--- src/rtl/alu_seq_pkg.sv ---
// alu_seq_pkg: opcodes, FSM states and flag bit positions shared by the sequential ALU.
package alu_seq_pkg;
  typedef enum logic [2:0] {OP_ADD, OP_SUB, OP_AND, OP_OR, OP_XOR, OP_SHL, OP_MUL, OP_DIV} op_e;
  typedef enum logic [1:0] {S_IDLE, S_EXEC, S_DONE} state_e;
  localparam int FLG_ZERO  = 0;
  localparam int FLG_CARRY = 1;
  localparam int FLG_OVF   = 2;
  localparam int FLG_DIVZ  = 3;
  function automatic logic [3:0] mk_flags(input logic divz, input logic ovf, input logic carry, input logic zero);
    logic [3:0] f;
    f = '0;
    f[FLG_DIVZ]  = divz;
    f[FLG_OVF]   = ovf;
    f[FLG_CARRY] = carry;
    f[FLG_ZERO]  = zero;
    return f;
  endfunction
endpackage

--- src/rtl/alu_seq_muldiv.sv ---
// alu_seq_muldiv: iterative unsigned shift-add multiply / restoring divide, one bit per step.
module alu_seq_muldiv #(
  parameter int WIDTH = 4
) (
  input  logic             clk,
  input  logic             rst_n,
  input  logic             start,
  input  logic             op_is_div,
  input  logic             step,
  input  logic [WIDTH-1:0] a,
  input  logic [WIDTH-1:0] b,
  output logic             done,
  output logic [WIDTH-1:0] hi,
  output logic [WIDTH-1:0] lo
);
  localparam int CNTW = $clog2(WIDTH) + 1;
  logic [CNTW-1:0]  cnt_q, cnt_d;
  logic [WIDTH-1:0] hi_q, hi_d, lo_q, lo_d, mc_q, mc_d;
  logic             div_q, div_d;
  logic [WIDTH:0]   sum, rem_sh, rem_sub;
  always_comb begin
    sum     = {1'b0, hi_q} + (lo_q[0] ? {1'b0, mc_q} : '0);
    rem_sh  = {hi_q, lo_q[WIDTH-1]};
    rem_sub = rem_sh - {1'b0, mc_q};
    cnt_d   = cnt_q;
    hi_d    = hi_q;
    lo_d    = lo_q;
    mc_d    = mc_q;
    div_d   = div_q;
    if (start) begin
      cnt_d = CNTW'(WIDTH);
      hi_d  = '0;
      lo_d  = a;
      mc_d  = b;
      div_d = op_is_div;
    end else if (step && cnt_q != '0) begin
      cnt_d = cnt_q - CNTW'(1);
      hi_d  = div_q ? (rem_sub[WIDTH] ? rem_sh[WIDTH-1:0] : rem_sub[WIDTH-1:0]) : sum[WIDTH:1];
      lo_d  = div_q ? {lo_q[WIDTH-2:0], ~rem_sub[WIDTH]} : {sum[0], lo_q[WIDTH-1:1]};
    end
  end
  // Results are taken from the next-state values so the final step and DONE share an edge.
  assign done = step && cnt_q == CNTW'(1);
  assign hi   = hi_d;
  assign lo   = lo_d;
  always_ff @(posedge clk or negedge rst_n)
    if (!rst_n) begin
      cnt_q <= '0;
      hi_q  <= '0;
      lo_q  <= '0;
      mc_q  <= '0;
      div_q <= 1'b0;
    end else begin
      cnt_q <= cnt_d;
      hi_q  <= hi_d;
      lo_q  <= lo_d;
      mc_q  <= mc_d;
      div_q <= div_d;
    end
endmodule

--- src/rtl/alu_seq_core.sv ---
// alu_seq_core: valid/ready sequential ALU with single-cycle logic ops, iterative MUL/DIV and flags.
// Define ALU_SEQ_ACC_EN to add an accumulator selectable as operand A via acc_sel.
module alu_seq_core
  import alu_seq_pkg::*;
#(
  parameter int WIDTH = 4
) (
  input  logic               clk,
  input  logic               rst_n,
  input  logic               ena,
  input  logic               in_valid,
  output logic               in_ready,
  input  logic [2:0]         op,
  input  logic [WIDTH-1:0]   a,
  input  logic [WIDTH-1:0]   b,
  output logic               out_valid,
  input  logic               out_ready,
  output logic [2*WIDTH-1:0] result,
  output logic [3:0]         flags,
`ifdef ALU_SEQ_ACC_EN
  input  logic               acc_sel,
`endif
  output logic               busy
);
  localparam int CNTW = $clog2(WIDTH) + 1;
  state_e             state_q, state_d;
  logic [2*WIDTH-1:0] result_q, result_d, res_c;
  logic [3:0]         flags_q, flags_d;
  logic [WIDTH-1:0]   a_eff, mhi, mlo;
  logic [WIDTH:0]     sum_c, dif_c;
  logic               accept, long_op, md_done, carry_c, ovf_c, divz_c;
  op_e                op_c;
`ifdef ALU_SEQ_ACC_EN
  logic [WIDTH-1:0]   acc_q, acc_d;
  assign a_eff = acc_sel ? acc_q : a;
  assign acc_d = (ena && out_valid && out_ready) ? result_q[WIDTH-1:0] : acc_q;
  always_ff @(posedge clk or negedge rst_n)
    if (!rst_n) acc_q <= '0;
    else acc_q <= acc_d;
`else
  assign a_eff = a;
`endif
  assign op_c      = op_e'(op);
  assign in_ready  = state_q == S_IDLE && ena;
  assign accept    = in_valid && in_ready;
  assign long_op   = op_c == OP_MUL || (op_c == OP_DIV && b != '0);
  assign out_valid = state_q == S_DONE;
  assign busy      = state_q == S_EXEC;
  assign result    = result_q;
  assign flags     = flags_q;
  alu_seq_muldiv #(.WIDTH(WIDTH)) u_muldiv (
    .clk      (clk),
    .rst_n    (rst_n),
    .start    (accept && long_op),
    .op_is_div(op_c == OP_DIV),
    .step     (ena && state_q == S_EXEC),
    .a        (a_eff),
    .b        (b),
    .done     (md_done),
    .hi       (mhi),
    .lo       (mlo)
  );
  always_comb begin
    sum_c   = {1'b0, a_eff} + {1'b0, b};
    dif_c   = {1'b0, a_eff} - {1'b0, b};
    res_c   = '0;
    carry_c = 1'b0;
    ovf_c   = 1'b0;
    divz_c  = 1'b0;
    case (op_c)
      OP_ADD: begin
        res_c   = (2*WIDTH)'(sum_c);
        carry_c = sum_c[WIDTH];
        ovf_c   = a_eff[WIDTH-1] == b[WIDTH-1] && sum_c[WIDTH-1] != a_eff[WIDTH-1];
      end
      OP_SUB: begin
        res_c   = (2*WIDTH)'(dif_c[WIDTH-1:0]);
        carry_c = dif_c[WIDTH];
        ovf_c   = a_eff[WIDTH-1] != b[WIDTH-1] && dif_c[WIDTH-1] != a_eff[WIDTH-1];
      end
      OP_AND:  res_c = (2*WIDTH)'(a_eff & b);
      OP_OR:   res_c = (2*WIDTH)'(a_eff | b);
      OP_XOR:  res_c = (2*WIDTH)'(a_eff ^ b);
      OP_SHL:  res_c = {{WIDTH{1'b0}}, a_eff} << b[CNTW-1:0];
      // Only reached single-cycle when b==0: quotient saturates, remainder is the dividend.
      OP_DIV: begin
        res_c  = {a_eff, {WIDTH{1'b1}}};
        divz_c = 1'b1;
      end
      default: res_c = '0;
    endcase
  end
  always_comb begin
    state_d  = state_q;
    result_d = result_q;
    flags_d  = flags_q;
    if (ena)
      case (state_q)
        S_IDLE:
          if (accept) begin
            state_d = long_op ? S_EXEC : S_DONE;
            if (!long_op) begin
              result_d = res_c;
              flags_d  = mk_flags(divz_c, ovf_c, carry_c, res_c == '0);
            end
          end
        S_EXEC:
          if (md_done) begin
            state_d  = S_DONE;
            result_d = {mhi, mlo};
            flags_d  = mk_flags(1'b0, 1'b0, 1'b0, {mhi, mlo} == '0);
          end
        S_DONE:  state_d = out_ready ? S_IDLE : S_DONE;
        default: state_d = S_IDLE;
      endcase
  end
  always_ff @(posedge clk or negedge rst_n)
    if (!rst_n) begin
      state_q  <= S_IDLE;
      result_q <= '0;
      flags_q  <= '0;
    end else begin
      state_q  <= state_d;
      result_q <= result_d;
      flags_q  <= flags_d;
    end
endmodule

--- config.mk ---
export PLATFORM = sky130hd
export DESIGN_NAME = alu_seq_core
export DESIGN_NICKNAME = d
export VERILOG_FILES = /design/src/rtl/alu_seq_pkg.sv /design/src/rtl/alu_seq_muldiv.sv /design/src/rtl/alu_seq_core.sv
export SDC_FILE = /design/constraint.sdc
export NUM_CORES = 1
export LEC_CHECK = 0
export CORE_UTILIZATION = 53
export CTS_BUF_LIST = sky130_fd_sc_hd__clkbuf_8
export DETAILED_ROUTE_END_ITERATION = 8
export PLACE_DENSITY = 0.8
export SYNTH_ARGS = -nofsm -noshare
export SYNTH_HDL_FRONTEND = slang
export SYNTH_SLANG_ARGS = --single-unit
--- constraint.sdc ---
create_clock -name clk -period 5.55 [get_ports clk]
set_input_delay 0.555 -clock clk [delete_from_list [all_inputs] [get_ports clk]]
set_output_delay 0.555 -clock clk [all_outputs]
set_load 0.005 [all_outputs]
==> flow_metrics.tcl <==
set metrics [dict create \
    switchingPower_uw 562 \
    synth-seq-cells 30 \
    vias_per_cell 6.19 \
    die_h_um 74.0 \
    p_int_uw 748 \
    tightest_slew_ps 743 \
    yosysUniqueCellTypes 58 \
    cap_violations 0 \
    n_fill_cell 408 \
    layout-drive-gt1-share 0.0742 \
    cts_resized 0 \
    dr.pass1.iters 5 \
    power_density_mw_per_mm2 418 \
    cts_sinks 30 \
    dr_total_vias 2502 \
    hold_viol 0 \
    antenna_found_initial 0 \
    finalCriticalPeriod_ps 3410 \
    insertion_delay_ps 280 \
    root_buffer "clkbuf_8" \
    synth_top_area_cell "dfrtp_1" \
    numCtsBuffers 5 \
    area_growth_pct 14.2 \
    tns_ps 0 \
    fin_ws_ps 2140 \
    die_w_um 74.0 \
    synth_cells 318 \
    async_reset_ff_frac 1.00 \
    cts_tree "built" \
    power_frac_comb 0.532 \
    worstSetupPathType "primary input to flip-flop" \
    p_clk_frac 0.140 \
    fin_skew_ps 6.91 \
    setup_viol 0 \
    synth.area.top_cells "dfrtp_1, ha_1, mux2i_1" \
    place_hpwl_um 4840 \
    synth_most_common_cell "dfrtp_1" \
    yosysSeqAreaShare 0.273 \
    wire_per_inst_um 16.3 \
    synth_top_area_frac 0.273 \
    p_leak_uw 0.00137 \
    slew_headroom 0.503 \
    p_sw_frac 0.429 \
    grt_pass1_vias 2239 \
    route.detailed.drc 0 \
    slew_violations 0 \
    nNetsFinal 380 \
    routed_wl_um 6600 \
    cts_buffer_depth 2 \
    rows 25 \
    status "finished clean" \
    grt_usage 0.261 \
    dieArea_mm2 0.00547 \
    grt-ovfl-total 0 \
    r2r_slack_ps 2840 \
    required_ps 5780 \
    diodes 0 \
    synth-edff-count 0 \
    critPathCaptureType "flip-flop" \
    synth-main-ff-cell "dfrtp_1" \
    cts.clk_slew.worst_paths_ps 70 \
    io_pins 31 \
    period_share 0.615 \
    initial_core_util 0.566 \
    worstPathMaxFanout 15 \
    avgSynthCellArea_um2 8.63 \
    ant_nets 0 \
    gp_congestion 0.916 \
    synthTopCellsByCount "dfrtp_1, nand2_1, inv_1" \
    numPortBuffers 30 \
    p_seq_frac 0.328 \
    vdd_drop_max_uv 170 \
    max_freq_mhz 293 \
    h-tree-depth 2 \
    grt_start_max_net_pins 31 \
    hp-class "flip-flop to flip-flop" \
    syn_nets 362 \
    dr.first_iter.drc_count 238 \
    rsz0062_at_grt "false" \
    syn_area_mm2 0.00275 \
    crit_arrival_ps 3640 \
    cp-start-kind "primary input" \
    pre_cts_ws_ps 1860 \
    cts_setup_buffers 0 \
    grt_pass1_wl_um 10700 \
    postCtsHoldBufs 0 \
    yosys_warnings 0 \
    coreArea_mm2 0.00485 \
]
==> critical path, cell delays in order <==
cell             delay, ps
clkdlybuf4s50_1        790
inv_1                  220
ha_1                   360
a21o_1                 170
a21oi_1                270
mux2_2                 370
a221oi_1               360
nand3_1                140
o31ai_1                270
a31o_1                 130
==> state kept, by name, summed over array words and instances (netlist names) <==
register / count
state_q: 2
u_muldiv.mc_q: 4
result: 8
u_muldiv.lo_q: 4
u_muldiv.hi_q: 4
flags: 4
u_muldiv.cnt_q: 3
u_muldiv.div_q: 1
==> power by group through the flow <==
stage | combinational, uW | clock [uW] | sequential (uW)
2_1_floorplan | 498 | 0 | 379
3_3_place_gp | 668 | 0 | 425
3_5_place_dp | 686 | 0 | 427
4_1_cts | 692 | 184 | 426
5_1_grt | 778 | 196 | 444
6_report | 697 | 184 | 429
==> through the flow <==
stage | hold WS [ps] | cell area (um2) | util | total power, uW | cells
final | 482 | 3130 | 0.646 | 1310 | 404
after global routing | 509 | 3130 | 0.646 | 1420 | 404
after CTS | 485 | 3130 | 0.646 | 1300 | 404
after detailed placement | 470 | 3040 | 0.627 | 1110 | 396
after global placement | 466 | 3040 | 0.627 | 1090 | 396
after floorplan | 259 | 2750 | - | 877 | 318
==> path summary, 6_finish.rpt <==
path / cells after the start / endpoint / from
max reg2reg: 11 / result[7]$_DFFE_PN0P_ / u_muldiv.lo_q[3]$_DFF_PN0_
max: 10 / flags[0]$_DFFE_PN0P_ / b[1]
min reg2reg: 2 / result[2]$_DFFE_PN0P_ / result[2]$_DFFE_PN0P_
min in group asynchronous: 2 / u_muldiv.lo_q[2]$_DFF_PN0_ / rst_n
min: 2 / result[2]$_DFFE_PN0P_ / result[2]$_DFFE_PN0P_
max in group asynchronous: 2 / result[1]$_DFFE_PN0P_ / rst_n
==> area by class of cell <==
| class | count | area [um2] | area share |
|---|---|---|---|
| repair buffers | 31 | 308 | 0.0982 |
| flip-flops and latches | 30 | 751 | 0.240 |
| inverters | 25 | 93.8 | 0.0299 |
| multi-input cells | 243 | 1800 | 0.575 |
| well taps | 67 | 83.8 | 0.0267 |
| clock buffers | 6 | 82.6 | 0.0263 |
| clock inverters | 2 | 12.5 | 0.00399 |
==> cell families (layout without fill, tap and decap cells) <==
| family | Yosys count | in the layout | share of synthesized area |
|---|---|---|---|
| AND/OR/NAND/NOR | 103 | 103 | 0.207 |
| AO/OA/AOI/OAI | 91 | 91 | 0.238 |
| buffers and inverters | 45 | 64 | 0.0697 |
| flip-flops | 30 | 30 | 0.273 |
| adder cells (fa/ha/maj) | 28 | 28 | 0.139 |
| multiplexers | 12 | 12 | 0.0442 |
| XOR/XNOR | 9 | 9 | 0.0287 |
==> cells in the final DEF, fill, tap and decap left out, types with 9 or more instances in the layout <==
cell             synthesis  final
mux2i_1                 11     11
dfrtp_1                 30     30
inv_1                   25     25
nor3_1                   9      9
clkdlybuf4s50_1          0     30
a21oi_1                 16     16
nand2_1                 28     28
o21ai_0                 22     22
nor2b_1                 10     10
nand3_1                 10     10
nor2_1                  16     16
ha_1                    24     24
==> routing by layer <==
layer / GRT usage / part of all wire
met1: 0.363 / 0.46
met5: 0 / 0
met3: 0.0447 / 0.052
met4: 0.128 / 0.033
met2: 0.392 / 0.46
Power figures use the tool's default switching activity.
